<file path="config.mk">
export PLATFORM = sky130hd
export DESIGN_NAME = press_classifier
export DESIGN_NICKNAME = d
export VERILOG_FILES = /design/src/rtl/press_classifier.sv
export SDC_FILE = /design/constraint.sdc
export NUM_CORES = 1
export LEC_CHECK = 0
export ABC_AREA = 1
export CORE_MARGIN = 2
export CORE_UTILIZATION = 64
export DETAILED_ROUTE_END_ITERATION = 10
export PLACE_DENSITY_LB_ADDON = 0.2
export SKIP_LAST_GASP = 1
export SYNTH_ARGS = -nofsm -noshare
export SYNTH_HDL_FRONTEND = slang
export SYNTH_SLANG_ARGS = --single-unit
export TNS_END_PERCENT = 20
</file>
<file path="constraint.sdc">
create_clock -name clk_i -period 3.3 [get_ports clk_i]
set_input_delay 0.66 -clock clk_i [delete_from_list [all_inputs] [get_ports clk_i]]
set_output_delay 0.66 -clock clk_i [all_outputs]
set_load 0.01 [all_outputs]
</file>
<file path="src/rtl/press_classifier.sv">
// press_classifier: classifies a debounced button level into short, long and double press pulses
module press_classifier #(
    parameter int unsigned long_count = 500,
    parameter int unsigned gap_count  = 250,
    parameter int unsigned width      = 16
) (
    input  logic clk_i,
    input  logic rst_ni,
    input  logic enable_i,
    input  logic in_i,
    input  logic valid_i,
    output logic short_press_o,
    output logic long_press_o,
    output logic double_press_o,
    output logic busy_o
);

    typedef enum logic [2:0] {IDLE, PRESS1, GAP, PRESS2, HOLD} state_t;

    state_t           state_q, state_d;
    logic [width-1:0] cnt_q, cnt_d;
    logic             short_q, short_d;
    logic             long_q, long_d;
    logic             dbl_q, dbl_d;
    logic             busy_q;

    localparam logic [width-1:0] LongLast = width'(long_count - 1);
    localparam logic [width-1:0] GapLast  = width'(gap_count - 1);

    // next state, tick counter and pulse requests; a level change always beats a coincident tick
    always_comb begin
        state_d = state_q;
        cnt_d   = cnt_q;
        short_d = 1'b0;
        long_d  = 1'b0;
        dbl_d   = 1'b0;
        if (!valid_i) begin
            state_d = IDLE;
            cnt_d   = '0;
        end else begin
            case (state_q)
                IDLE: begin
                    if (in_i) begin
                        state_d = PRESS1;
                        cnt_d   = '0;
                    end
                end
                PRESS1: begin
                    if (!in_i) begin
                        state_d = GAP;
                        cnt_d   = '0;
                    end else if (enable_i) begin
                        if (cnt_q == LongLast) begin
                            state_d = HOLD;
                            long_d  = 1'b1;
                        end else begin
                            cnt_d = cnt_q + width'(1);
                        end
                    end
                end
                GAP: begin
                    if (in_i) begin
                        state_d = PRESS2;
                        cnt_d   = '0;
                    end else if (enable_i) begin
                        if (cnt_q == GapLast) begin
                            state_d = IDLE;
                            short_d = 1'b1;
                        end else begin
                            cnt_d = cnt_q + width'(1);
                        end
                    end
                end
                PRESS2: begin
                    if (!in_i) begin
                        state_d = IDLE;
                        dbl_d   = 1'b1;
                    end
                end
                HOLD: begin
                    if (!in_i) state_d = IDLE;
                end
                default: begin
                    state_d = IDLE;
                    cnt_d   = '0;
                end
            endcase
        end
    end

    // state, counter and registered outputs; busy tracks the state being entered
    always_ff @(posedge clk_i or negedge rst_ni) begin
        if (!rst_ni) begin
            state_q <= IDLE;
            cnt_q   <= '0;
            short_q <= 1'b0;
            long_q  <= 1'b0;
            dbl_q   <= 1'b0;
            busy_q  <= 1'b0;
        end else begin
            state_q <= state_d;
            cnt_q   <= cnt_d;
            short_q <= short_d;
            long_q  <= long_d;
            dbl_q   <= dbl_d;
            busy_q  <= (state_d != IDLE);
        end
    end

    assign short_press_o  = short_q;
    assign long_press_o   = long_q;
    assign double_press_o = dbl_q;
    assign busy_o         = busy_q;

endmodule
</file>
======== Yosys cells after proc, flatten, opt, wreduce, memory -nomap -nowiden ========
Index checks and enable logic that the tools add are counted.
cells by class
  $add $sub $neg .......................... 1
  eq/ne operators ......................... 12
  mux-type cells .......................... 32
  reductions and logical operators ........ 4
operators with widths
  cell                                             count
  2-to-1 mux 16 bit                                8
  one-hot mux 16 bit (4 select lines)              1
  2-to-1 mux 3 bit                                 9
  adder 16 x 1 -> 16 bit (second input constant)   1
  == test 16 x 8 -> 1 bit (second input constant)  1
  == test 16 x 9 -> 1 bit (second input constant)  1
  inequality test 4 bit (second input constant)    4
  2-to-1 mux 1 bit                                 13
  one-hot mux 3 bit (4 select lines)               1
  == test 3 x 2 -> 1 bit (second input constant)   2
  AND reduction 6 bit                              1
  == test 3 x 1 -> 1 bit (second input constant)   1
  == test 3 bit (second input constant)            1
  zero test 3 bit                                  1
  inequality test 3 bit (second input constant)    1
  nonzero test 3 bit                               1
  inequality test 2 bit (second input constant)    1
  OR reduction 2 bit                               1
storage, ports and cells
  register bits ........................... 23
  output and inout bits ................... 4

======== Longest topological paths before layout ========
Gate-level depths: netlist (run 1).
  word-level depth ........................ 7
  mapped depth ............................ 13

======== Worst setup path before layout (run 1) ========
Ideal clock, no wire load.
  path kind ............................... reg-to-reg
  start point ............................. reg cnt_q[0]
  end point ............................... reg cnt_q[12]
  setup time .............................. 117 ps
  arrival time ............................ 1,480 ps
  slack ................................... 1,703 ps
  cell stages (with the launch flop) ...... 13
  buffers on the path ..................... 0
  clock period less this slack ............ 1,597 ps
  cells stage by stage .................... dfrtp_1 ha_1 nand3_1 nor2_2 nand2_2 nand2_1 nand2_1 nand2_2 inv_2 nand2_8 nand2_2 nand2_1 nand2_1
on the way
  word-level cells in the longest chain between the ends .. 6
  elaborated cells between the ends (all ways) .. 14
  classes of those cells .................. add/sub (1); eq/ne (4); mux (8); reduce/logical (1)
ends and longest elaborated chain
  element                                      line    source
  from (decl)                                  21      logic [width-1:0] cnt_q, cnt_d;
  from (signal assigned)                       102     cnt_q <= cnt_d;
  adder 16 x 1 -> 16 bit                       57, 70
  2-to-1 mux 16 bit, on equally long branches  66, 53
  2-to-1 mux 16 bit, on equally long branches  65, 52
  2-to-1 mux 16 bit, on equally long branches  62, 49
  one-hot mux 16 bit (4 select lines)          41      case (state_q)
  2-to-1 mux 16 bit                            37      if (!valid_i) begin
Several ways; a longest one is shown, not always the timed one. The select of a mux whose other input is x is not followed.
A chain may end at the register's enable or synchronous reset.

======== Final worst setup path (run 1) ========
  start point ............................. in in_i
  end point ............................... reg cnt_q[5]
on the way
  word-level cells in the longest chain between the ends .. 3
  elaborated cells between the ends (all ways) .. 10
  classes of those cells .................. eq/ne (5); mux (4); reduce/logical (1)
ends and longest elaborated chain
  element                                      line    source
  from (decl)                                  10      input logic in_i,
  2-to-1 mux 16 bit, on equally long branches  62, 49
  one-hot mux 16 bit (4 select lines)          41
  2-to-1 mux 16 bit                            37
Several ways; a longest one is shown, not always the timed one.

==> results of run 1 <==
logic make-up after synthesis:
| logic type | Yosys count | synth area share |
|---|---|---|
| XOR/XNOR | 7 | 0.0360 |
| AND/OR/NAND/NOR | 171 | 0.478 |
| AO/OA/AOI/OAI | 13 | 0.0441 |
| adder cells (fa/ha/maj) | 2 | 0.0147 |
| buffers and inverters | 36 | 0.0889 |
| flip-flops | 23 | 0.338 |
power groups by stage:
stage | registers [mW] | clock network (mW) | logic, mW
after floorplan | 0.300 | 0 | 0.0797
after global placement | 0.300 | 0 | 0.108
after detailed placement | 0.300 | 0 | 0.110
after CTS | 0.295 | 0.133 | 0.111
after global routing | 0.295 | 0.146 | 0.125
final | 0.295 | 0.129 | 0.112
worst paths after layout:
check / startpoint / endpoint / slack [ns] / depth (start not counted)
worst max-delay path: in_i / cnt_q[5] / 1.28 / 10
worst max register to register: state_q[0] / cnt_q[5] / 1.29 / 8
min in group asynchronous: rst_ni / double_press_o / 0.68 / 2
max in group asynchronous: rst_ni / cnt_q[2] / 2.39 / 2
worst min-delay path: cnt_q[15] / cnt_q[15] / 0.59 / 2
worst min register to register: cnt_q[15] / cnt_q[15] / 0.59 / 2
synthesized netlist by cell type (2+ instances only):
| cell | number | area share |
|---|---|---|
| nor3_1 | 3 | 0.0088 |
| buf_2 | 4 | 0.012 |
| inv_2 | 5 | 0.011 |
| xor2_1 | 6 | 0.031 |
| o21ai_0 | 6 | 0.018 |
| inv_1 | 23 | 0.051 |
| or2_2 | 3 | 0.011 |
| nand4_1 | 16 | 0.059 |
| nor2_1 | 28 | 0.062 |
| clkbuf_1 | 2 | 0.0044 |
| a21oi_1 | 4 | 0.012 |
| dfrtp_1 | 23 | 0.34 |
| nand2_1 | 67 | 0.15 |
| nand2_2 | 4 | 0.015 |
| nor2_2 | 2 | 0.0073 |
| ha_1 | 2 | 0.015 |
| nand3_1 | 43 | 0.13 |
flip-flops by register name, summed over array words and instances, names as in the netlist:
register	flops
busy_o	1
cnt_q	16
double_press_o	1
long_press_o	1
short_press_o	1
state_q	3
routing by layer:
layer / up-vias / GRT usage
li1: 835 / -
met1: 728 / 0.429
met2: 76 / 0.388
met3: 7 / 0.0302
met4: 0 / 0.0801
met5: - / 0
cell type report:
class	count	area, um^2	share of cell area
inverter	28	105	0.0577
clock buffer	4	26.3	0.0144
tap	30	37.5	0.0206
multi-input combinational	193	976	0.535
sequential	23	576	0.316
timing repair buffer	11	103	0.0563
layout by cell type, fill, tap and decap left out:
cell type	n
nor3_1	3
or2_2	3
buf_4	3
nand2_2	4
dfrtp_1	23
inv_2	5
nor2_1	28
nor3_2	1
nand3_1	43
a21oi_1	4
ha_1	2
clkbuf_1	1
nand3_2	1
a31o_2	1
nand2_1	67
o21ai_0	6
a21boi_0	1
nand4_1	16
nor2_8	1
a21oi_2	1
inv_1	23
nand2_8	1
clkdlybuf4s50_1	8
xnor2_1	1
nand2_4	1
nor2_2	2
xor2_1	6
clkbuf_4	3
through the flow:
| step | power, mW | instances | cell area (um^2) |
|---|---|---|---|
| after global routing | 0.567 | 289 | 1820 |
| after global placement | 0.408 | 285 | 1800 |
| after detailed placement | 0.411 | 285 | 1800 |
| final | 0.535 | 289 | 1820 |
| after CTS | 0.538 | 289 | 1820 |
| after floorplan | 0.380 | 252 | 1700 |
worst max-delay path, stage by stage:
cell,delay (ns)
clkdlybuf4s50_1,0.47
inv_1,0.19
nor2_1,0.27
nand2_1,0.10
nand2_2,0.08
inv_2,0.06
nand2_8,0.12
nand2_2,0.13
nand2_1,0.09
nand2_1,0.06
==> out/metrics.yaml, run 1 <==
nets: 267
io_buffer_count: 8
syn2layout_area_growth_pct: 7.05
dp_hpwl_mm: 3.02
p_int_mw: 0.369
netSwitchingPower_mw: 0.166
ys_async_sr_fraction: 1.00
avgSynthCellArea_um2: 6.76
rsz0062_at_grt: "no"
drive_gt1_frac: 0.104
firstDrtPassIters: 5
vdd_drop_max_mv: 0.313
dr_total_vias: 1646
met1_length_mm: 1.82
die_area_mm2: 0.00309
maxUsedRoutingLayer: "met4"
slew_violations: 0
yosysSeqAreaShare: 0.338
p_sw_frac: 0.311
max_cap_viol_count: 0
die_x_um: 55.6
syn_inst: 252
setup_tns_ns: 0
route.met3.wl_um: 367
die_y_um: 55.6
drt-initial-drc-count: 144
post_drt_wl_per_cell_um: 13.5
synth_ff_type: "dfrtp_1"
worst_pin_slew_ns: 0.697
antenna_found_initial: 0
track_usage: 0.271
fmax_mhz: 494
insertion_delay_ns: 0.31
pwr-share-seq: 0.551
netlist_area_mm2: 0.00170
synth-seq-cells: 23
path_max_fanout: 17
synth_fp_nets: 259
ys_warn_count: 0
cts_setup_buffers: 0
coreArea_mm2: 0.00250
place.gp.congestion: 0.894
drc: 0
grt_pass1_wl_mm: 6.64
antennaDiodeCount: 0
end_kind: "flop"
grt_start_max_net_pins: 24
hp-class: "flop to flop"
p_leak_nw: 0.890
hold-worst-slack_ns: 0.593
setup_violations: 0
fillCellCount: 190
cts_hold_buf: 0
final_util: 0.729
ios: 9
drt-total-wl_mm: 3.89
combPwrFrac: 0.208
synth.distinct_cells: 28
finalCritPeriodShare: 0.613
worst_setup_path_start_kind: "input pin"
grt_overflow: 0
clk_transition_reported_paths_ns: 0.12
floorplan.rows: 18
cts_tree: "done"
cts_inserted_buffers: 3
cts_root_buffer: "clkbuf_4"
critPathKind: "input pin to flop"
wl_met2_mm: 1.64
cts_max_level: 1
worstPathRequired_ns: 3.51
cts_resized: 0
ant_nets: 0
maxSlewHeadroom: 0.533
clk_path_buf_depth: 2
synth-edff-count: 0
viasPerCell: 5.70
pwr-share-clk: 0.241
fin_crit_ns: 2.02
initial_core_util: 0.681
pre_cts_slack_ns: 0.947
final_hold_viol_count: 0
power_density_mw_per_mm2: 294
clock_sinks: 23
arrival_ns: 2.23
setup_slack_ns: 1.28
skew_ns: 0.00291
grt_pass1_vias: 1426
status: "complete, no violations"
Note: power is estimated with default switching activity, not from simulation.
==> run 2, diff against run 1 <==
CORE_UTILIZATION = 59   (was 64)
clock period = 1.9 ns   (was 3.3 ns; I/O delays follow)
==> out/metrics.yaml, run 2 (same netlist as run 1, synthesis figures left out) <==
vdd_drop_max_mv: 0.398
p_leak_nw: 0.957
track_usage: 0.276
regArea_um2: 576
clk_path_buf_depth: 2
route.met3.wl_um: 309
antenna_found_initial: 0
cts_inserted_buffers: 3
fin_crit_ns: 1.73
grt_pass1_vias: 1568
cts_resized: 0
slew_violations: 0
syn2layout_area_growth_pct: 13.7
drive_gt1_frac: 0.151
dr_total_vias: 1777
worst_setup_path_start_kind: "flop"
setup_tns_ns: 0
setup_slack_ns: 0.167
power_density_mw_per_mm2: 509
reg2regPathDepth: 12
clock_sinks: 23
cts_root_buffer: "clkbuf_4"
final_cells: 303
grt_overflow: 0
grt_pass1_wl_mm: 7.14
finalCritPeriodShare: 0.912
path_max_fanout: 9
io_buffer_count: 8
power_mw: 0.985
final_cell_mix: "67 x nand2_1, 43 x nand3_1, 28 x nor2_1"
initial_core_util: 0.618
drt-total-wl_mm: 4.22
dp_hpwl_mm: 3.22
die_area_mm2: 0.00333
post_drt_wl_per_cell_um: 13.9
fmax_mhz: 577
largestRegisters: "cnt_q: 16 flops, state_q: 3 flops"
end_kind: "flop"
rr_endpoint: "cnt_q[3]"
fillCellCount: 224
place.gp.congestion: 0.920
max_cap_viol_count: 0
multi_input_area_um2: 978
coreArea_mm2: 0.00276
clk_transition_reported_paths_ns: 0.13
reg2reg_from: "cnt_q[0]"
ant_nets: 0
pre_cts_slack_ns: 0.0454
nets: 280
critPathKind: "flop to flop"
maxSlewHeadroom: 0.703
cts_max_level: 1
firstDrtPassIters: 4
die_x_um: 57.7
cts_tree: "done"
maxUsedRoutingLayer: "met4"
top_register: "cnt_q"
skew_ns: 0.00429
wl_met2_mm: 1.92
setup_violations: 0
viasPerCell: 5.86
die_y_um: 57.7
drt-initial-drc-count: 104
hp-class: "input pin to asynchronous set/reset pin"
crit_end: "cnt_q[3]"
placed_cells: 299
arrival_ns: 1.95
cts_setup_buffers: 0
hold-worst-slack_ns: 0.406
antennaDiodeCount: 0
final_hold_viol_count: 0
floorplan.rows: 19
status: "complete, no violations"
grt_start_max_net_pins: 24
ios: 9
worstPathRequired_ns: 2.11
cts_hold_buf: 0
insertion_delay_ns: 0.31
cp-startpoint: "cnt_q[0]"
met1_length_mm: 1.94
drc: 0
largest_reg_flops: 16
ff2ff_setup_slack_ns: 0.17
final_common_cell: "nand2_1"
worst_pin_slew_ns: 0.442
rsz0062_at_grt: "no"
-- run 2: cell count changes in the layout (fill, tap and decap cells not counted) --
cell	change
buf_12	+1
ha_1	-1
buf_4	+12
ha_2	+1
-- run 2: worst min-delay path by stage --
stage	from	endpoint	slack, ns
after floorplan	rst_ni	busy_o	0.08
after global placement	cnt_q[15]	cnt_q[15]	0.55
after detailed placement	cnt_q[15]	cnt_q[15]	0.55
after CTS	rst_ni	cnt_q[1]	0.41
after global routing	rst_ni	cnt_q[1]	0.42
final	rst_ni	double_press_o	0.41
-- run 2: final cells by class --
class                           count  area share
Clock buffer                        4      0.0136
Tap cell                           31      0.0200
Sequential cell                    23       0.297
Timing Repair Buffer               24       0.110
Inverter                           28      0.0543
Multi-Input combinational cell    193       0.505
-- run 2: metrics by stage --
stage / instance area [um^2] / utilization
2_1_floorplan: 1700 / -
3_3_place_gp: 1910 / 0.692
3_5_place_dp: 1910 / 0.692
4_1_cts: 1930 / 0.701
5_1_grt: 1940 / 0.702
6_report: 1940 / 0.702
-- run 2: power by group --
| group | leakage [nW] | internal [mW] | switching (mW) |
|---|---|---|---|
| registers | 0.318 | 0.501 | 0.0110 |
| clock network | 0.0150 | 0.0818 | 0.147 |
| logic | 0.624 | 0.0930 | 0.152 |
-- run 2: metal layers --
metal / GRT usage / vias up
met5: 0 / -
met4: 0.0997 / 0
met3: 0.0313 / 8
met2: 0.429 / 86
met1: 0.399 / 818
li1: - / 865
-- run 2: critical path: stages (launching register included) --
cell	delay [ns]
dfrtp_1	0.45
ha_2	0.24
nand3_1	0.09
nor2_2	0.17
nand2_2	0.06
nand2_1	0.05
nand2_1	0.06
nand2_2	0.09
inv_2	0.06
nand2_8	0.07
nand2_2	0.13
nand2_1	0.11
nand2_1	0.05
==> RTL edit 1, RTL diff (config.mk and constraints of run 2) <==
Make the reset (`rst_ni`) synchronous in one clocked block.
--- a/src/rtl/press_classifier.sv
+++ b/src/rtl/press_classifier.sv
@@ -90,5 +90,5 @@
 
     // state, counter and registered outputs; busy tracks the state being entered
-    always_ff @(posedge clk_i or negedge rst_ni) begin
+    always_ff @(posedge clk_i) begin
         if (!rst_ni) begin
             state_q <= IDLE;
Formal check against the unedited RTL: differs if rst_ni is asserted again (counterexample within 4 cycles, from zero or initial values and one cycle with rst_ni low); with rst_ni held inactive, the same outputs for 10 cycles.
==> RTL edit 1 against run 2 <==
  * Worst setup slack better by 0.038 ns
  * Routed wire length is 14% lower
  * Clock skew is 0.0042 ns higher
  * Design area is 7.5% lower
  * Area after synthesis is 6.9% lower
  * Sequential cell count stayed put
  * Critical path depth is 2 lower
  * Critical path type unchanged
Power is not compared: it rests on default switching activity, and its combinational part moved more than twofold at a synthesized area within 25%.
==> RTL edit 1: results (changes against run 2) <==
outcome -> completed
Reg area -> 462 sq um (-20%)
# clk buffers -> 3 (-1)
distinct cell type count after synthesis -> 26 (-7.1%)
DR vias -> 1640 (-7.7%)
largest net degree at the start of global routing -> 18 (-25%)
Synth Area in XOR/XNOR -> 0.0387 (+0.00267)
Slew @ Worst Pin -> 0.388 ns (-0.0545 ns)
GRT Resource Usage Total -> 0.249 (-0.0269)
Non-Clock Buffer Area Fraction -> 0.116 (+0.00610)
Critical Path AT -> 1.91 ns (-0.04 ns)
buffers outside the clock class -> 25 (+4.2%)
top cells by count, synth -> nand2_1 (67), nand3_1 (31), inv_1 (29), dfxtp_1 (23), nor2_1 (22)
share of cells above drive strength 1 -> 0.139 (-0.0115)
dpl cell area -> 1760 sq um (-7.7%)
synth top area cells -> dfxtp_1 (29%), nand2_1 (16%), nand3_1 (9.8%)
cell family with most CP delay -> simple AND/OR/NAND/NOR gates
nonclk inv count -> 34 (+21%)
Final nets -> 281 (+0.36%)
CP max stage cell -> dfxtp_1
CP max FO -> 5 (-4)
adder-cell area share of the yosys netlist -> 0.0158 (+0.00109)
#MultiIn Comb -> 187 (-3.1%)
area grow syn2layout -> 13.0%
DR iter-0 viols -> 96 (-7.7%)
combined area of the multi-input logic cells -> 930 sq um (-5.0%)
CP max stage delay -> 0.35 ns (-0.10 ns)
synthesized net count -> 262 (+1.2%)
maximum vdd drop -> 461 uV
gp weighted congestion -> 0.893 (-3.0%)
hpwl dp -> 2760 um (-15%)
sequential cell count -> 23 (unchanged)
Worst-path clk slew -> 0.13 ns (about the same)
sequential area share after synthesis -> 0.290 (-0.0475)
dpl ws -> -0.0698 ns (-0.115 ns)
routed vias/inst -> 5.41 (-7.7%)
top flop regs -> cnt_q x16, state_q x3
first-pass GRT wire length -> 6380 um (-11%)
vias in the first global route -> 1500 (-4.3%)
fraction of the mapped netlist area in compound gates -> 0.110 (+0.0656)
-- RTL edit 1: changes by cell type after synthesis, sizes merged, moves of 8 or more --
cell   before  now
dfrtp      23    0
dfxtp       0   23
nand3      44   31
a21oi       5   14
o21ai       6   14
-- RTL edit 1: worst paths after layout --
path	from	to	slack [ns]	cells after the start
worst max-delay path	cnt_q[0]$_SDFFE_PN0P_	cnt_q[1]$_SDFFE_PN0P_	0.20	10
worst min-delay path	cnt_q[6]$_SDFFE_PN0P_	cnt_q[6]$_SDFFE_PN0P_	0.52	2
worst max register to register	cnt_q[0]$_SDFFE_PN0P_	cnt_q[1]$_SDFFE_PN0P_	0.20	10
worst min register to register	cnt_q[6]$_SDFFE_PN0P_	cnt_q[6]$_SDFFE_PN0P_	0.52	2
-- RTL edit 1: per-layer routing --
layer / GRT usage / vias to the layer above / wire [um]
met2: 0.376 / 51 / 1630
met5: 0 / - / 0
met1: 0.355 / 722 / 1700
li1: - / 862 / -
met3: 0.0442 / 5 / 236
met4: 0.0918 / 0 / 46
==> RTL edit 2, RTL diff (flow settings as in run 2) <==
Made on the original files. Set the parameter `width` to 12 (it was 16).
--- a/src/rtl/press_classifier.sv
+++ b/src/rtl/press_classifier.sv
@@ -3,5 +3,5 @@
     parameter int unsigned long_count = 500,
     parameter int unsigned gap_count  = 250,
-    parameter int unsigned width      = 16
+    parameter int unsigned width      = 12
 ) (
     input  logic clk_i,
Formal check against the unedited RTL: no difference found for any inputs over 10 cycles, from zero or initial values and one cycle with rst_ni low; that may be too few to reach the edited logic, so the function may still have changed.
==> RTL edit 2 against run 2 <==
  * Maximum frequency up 0.68%
  * Area after synthesis fell by 23%
  * Routed wire length is 28% lower
  * Hold slack got worse by 0.0068 ns
  * Sequential share of layout area grew 2.7 points
  * Worst setup slack improved by 0.012 ns
  * Sequential cell count down 4
  * Cell count is 22% lower
  * Design area down 24%
Power is not compared: it rests on default switching activity, and its combinational part moved more than twofold at a synthesized area within 25%.
==> RTL edit 2: results (changes against run 2) <==
vias in the first global route -> 1308 (-17%)
top cells by count, synth -> nand2_1 (64), nor2_1 (26), nand3_1 (20), dfrtp_1 (19), inv_1 (19)
CP max stage delay -> 0.45 ns (about the same)
Post-CTS Setup Repair Bufs -> 0 (unchanged)
Clock Skew -> 0.00572 ns (+0.00143 ns)
CP max stage cell -> dfrtp_2
port buffer count -> 8 (unchanged)
Syn Inst Count -> 196 (-22%)
share of cells above drive strength 1 -> 0.120 (-0.0311)
Critical Path AT -> 1.96 ns
Worst-path clk slew -> 0.11 ns (-0.02 ns)
synthesized net count -> 203 (-22%)
dpl cells -> 233 (-22%)
Synth Flop Type -> dfrtp_1
GRT Resource Usage Total -> 0.269 (-0.00690)
routed vias/inst -> 5.47 (-6.7%)
LEAKAGE -> 0.733 nW
first-pass GRT wire length -> 5280 um (-26%)
H-Tree Level Count -> 1 (unchanged)
top flop regs -> cnt_q x12, state_q x3
Clk Latency, worst-skew pair -> 0.30 ns
Post-Layout Cell Count -> 237 (-22%)
outcome -> completed
distinct cell type count after synthesis -> 23 (-18%)
gp weighted congestion -> 0.966 (+4.9%)
CTS buffer count -> 3 (unchanged)
RR Endpoint -> cnt_q[2]$_DFFE_PN0P_
n_diodes -> 0 (unchanged)
maximum vdd drop -> 448 uV
Final nets -> 217 (-23%)
DR iter-0 viols -> 59 (-43%)
DRT Pass-1 Iters -> 4 (unchanged)
Min-Delay Path Class -> input port to asynchronous set/reset pin
deepest clock path buffer count -> 2 (unchanged)
Yosys warnings -> 0 (unchanged)
sequential area share after synthesis -> 0.362 (+0.0236)
reg2reg path depth -> 11 (-1)
antenna violations before repair -> 0 (unchanged)
CP max FO -> 12 (+3)
largest net degree at the start of global routing -> 20 (-17%)
Slew @ Worst Pin -> 0.342 ns (-0.101 ns)
Post-DRT Antenna Nets -> 0 (unchanged)
synth top area cells -> dfrtp_1 (36%), nand2_1 (18%), nand3_1 (7.6%)
hpwl dp -> 2350 um (-27%)
Worst R2R Start -> cnt_q[0]$_DFFE_PN0P_
Avg WL per Cell -> 12.9 um (-7.5%)
[RTL edit 2: worst max-delay path by stage]
stage,start,endpoint,slack (ns),depth (start not counted)
after floorplan,cnt_q[0]$_DFFE_PN0P_,cnt_q[8]$_DFFE_PN0P_,0.35,12
after global placement,in_i,cnt_q[6]$_DFFE_PN0P_,0.05,8
after detailed placement,in_i,cnt_q[8]$_DFFE_PN0P_,0.009,8
after CTS,cnt_q[0]$_DFFE_PN0P_,cnt_q[8]$_DFFE_PN0P_,0.06,9
after global routing,cnt_q[0]$_DFFE_PN0P_,cnt_q[9]$_DFFE_PN0P_,0.04,11
final,cnt_q[0]$_DFFE_PN0P_,cnt_q[2]$_DFFE_PN0P_,0.18,11
[RTL edit 2: cell families (layout without fill, tap and decap cells)]
| group | after synthesis | in the layout | share of synthesized area |
|---|---|---|---|
| DFF | 19 | 19 | 0.362 |
| xor gates and xnor gates | 4 | 4 | 0.0266 |
| adders and majority gates | 2 | 2 | 0.0190 |
| buffers and inverters | 29 | 42 | 0.0961 |
| AOI/OAI and AO/OA | 6 | 6 | 0.0266 |
| and+or+nand+nor | 136 | 136 | 0.470 |
[RTL edit 2: stage by stage]
stage / setup slack (ns) / hold slack [ns] / power, W / area (sq um)
2_1_floorplan: 0.355 / 0.0844 / 0.000486 / 1320
3_3_place_gp: 0.0548 / 0.511 / 0.000519 / 1440
6_report: 0.178 / 0.399 / 0.000727 / 1470
3_5_place_dp: 0.00861 / 0.523 / 0.000523 / 1440
5_1_grt: 0.0417 / 0.431 / 0.000753 / 1470
4_1_cts: 0.0595 / 0.413 / 0.000725 / 1470
[RTL edit 2: routing by layer]
metal | vias up | wire length, um | track usage
met5 | - | 0 | 0
li1 | 651 | - | -
met3 | 19 | 195 | 0.0439
met2 | 57 | 1460 | 0.459
met4 | 0 | 119 | 0.158
met1 | 570 | 1280 | 0.318
[RTL edit 2: area by class of cell]
| type | instances | area (sq um) |
|---|---|---|
| Timing Repair Buffer | 14 | 125 |
| Sequential cell | 19 | 477 |
| Tap cell | 28 | 35.0 |
| Multi-Input combinational cell | 148 | 718 |
| Clock buffer | 4 | 26.3 |
| Fill cell | 173 | 677 |
| Inverter | 24 | 90.1 |
[RTL edit 2: report_power, final]
| part | total [W] | internal [W] | switching, W |
|---|---|---|---|
| logic | 0.0000989 | 0.0000338 | 0.0000652 |
| registers | 0.000418 | 0.000411 | 0.00000703 |
| clock network | 0.000210 | 0.0000817 | 0.000128 |
| total | 0.000727 | 0.000526 | 0.000200 |
[RTL edit 2: critical path, delay by kind of cell, from the launching register on]
family	cells	cell delay, ns
DFF	1	0.45
and+or+nand+nor	10	0.97
adders and majority gates	1	0.25
[RTL edit 2: timing repair]
item,4_1_cts,5_1_grt
resized for setup,0,3
setup endpoints to repair,0,12
hold buffers,0,0
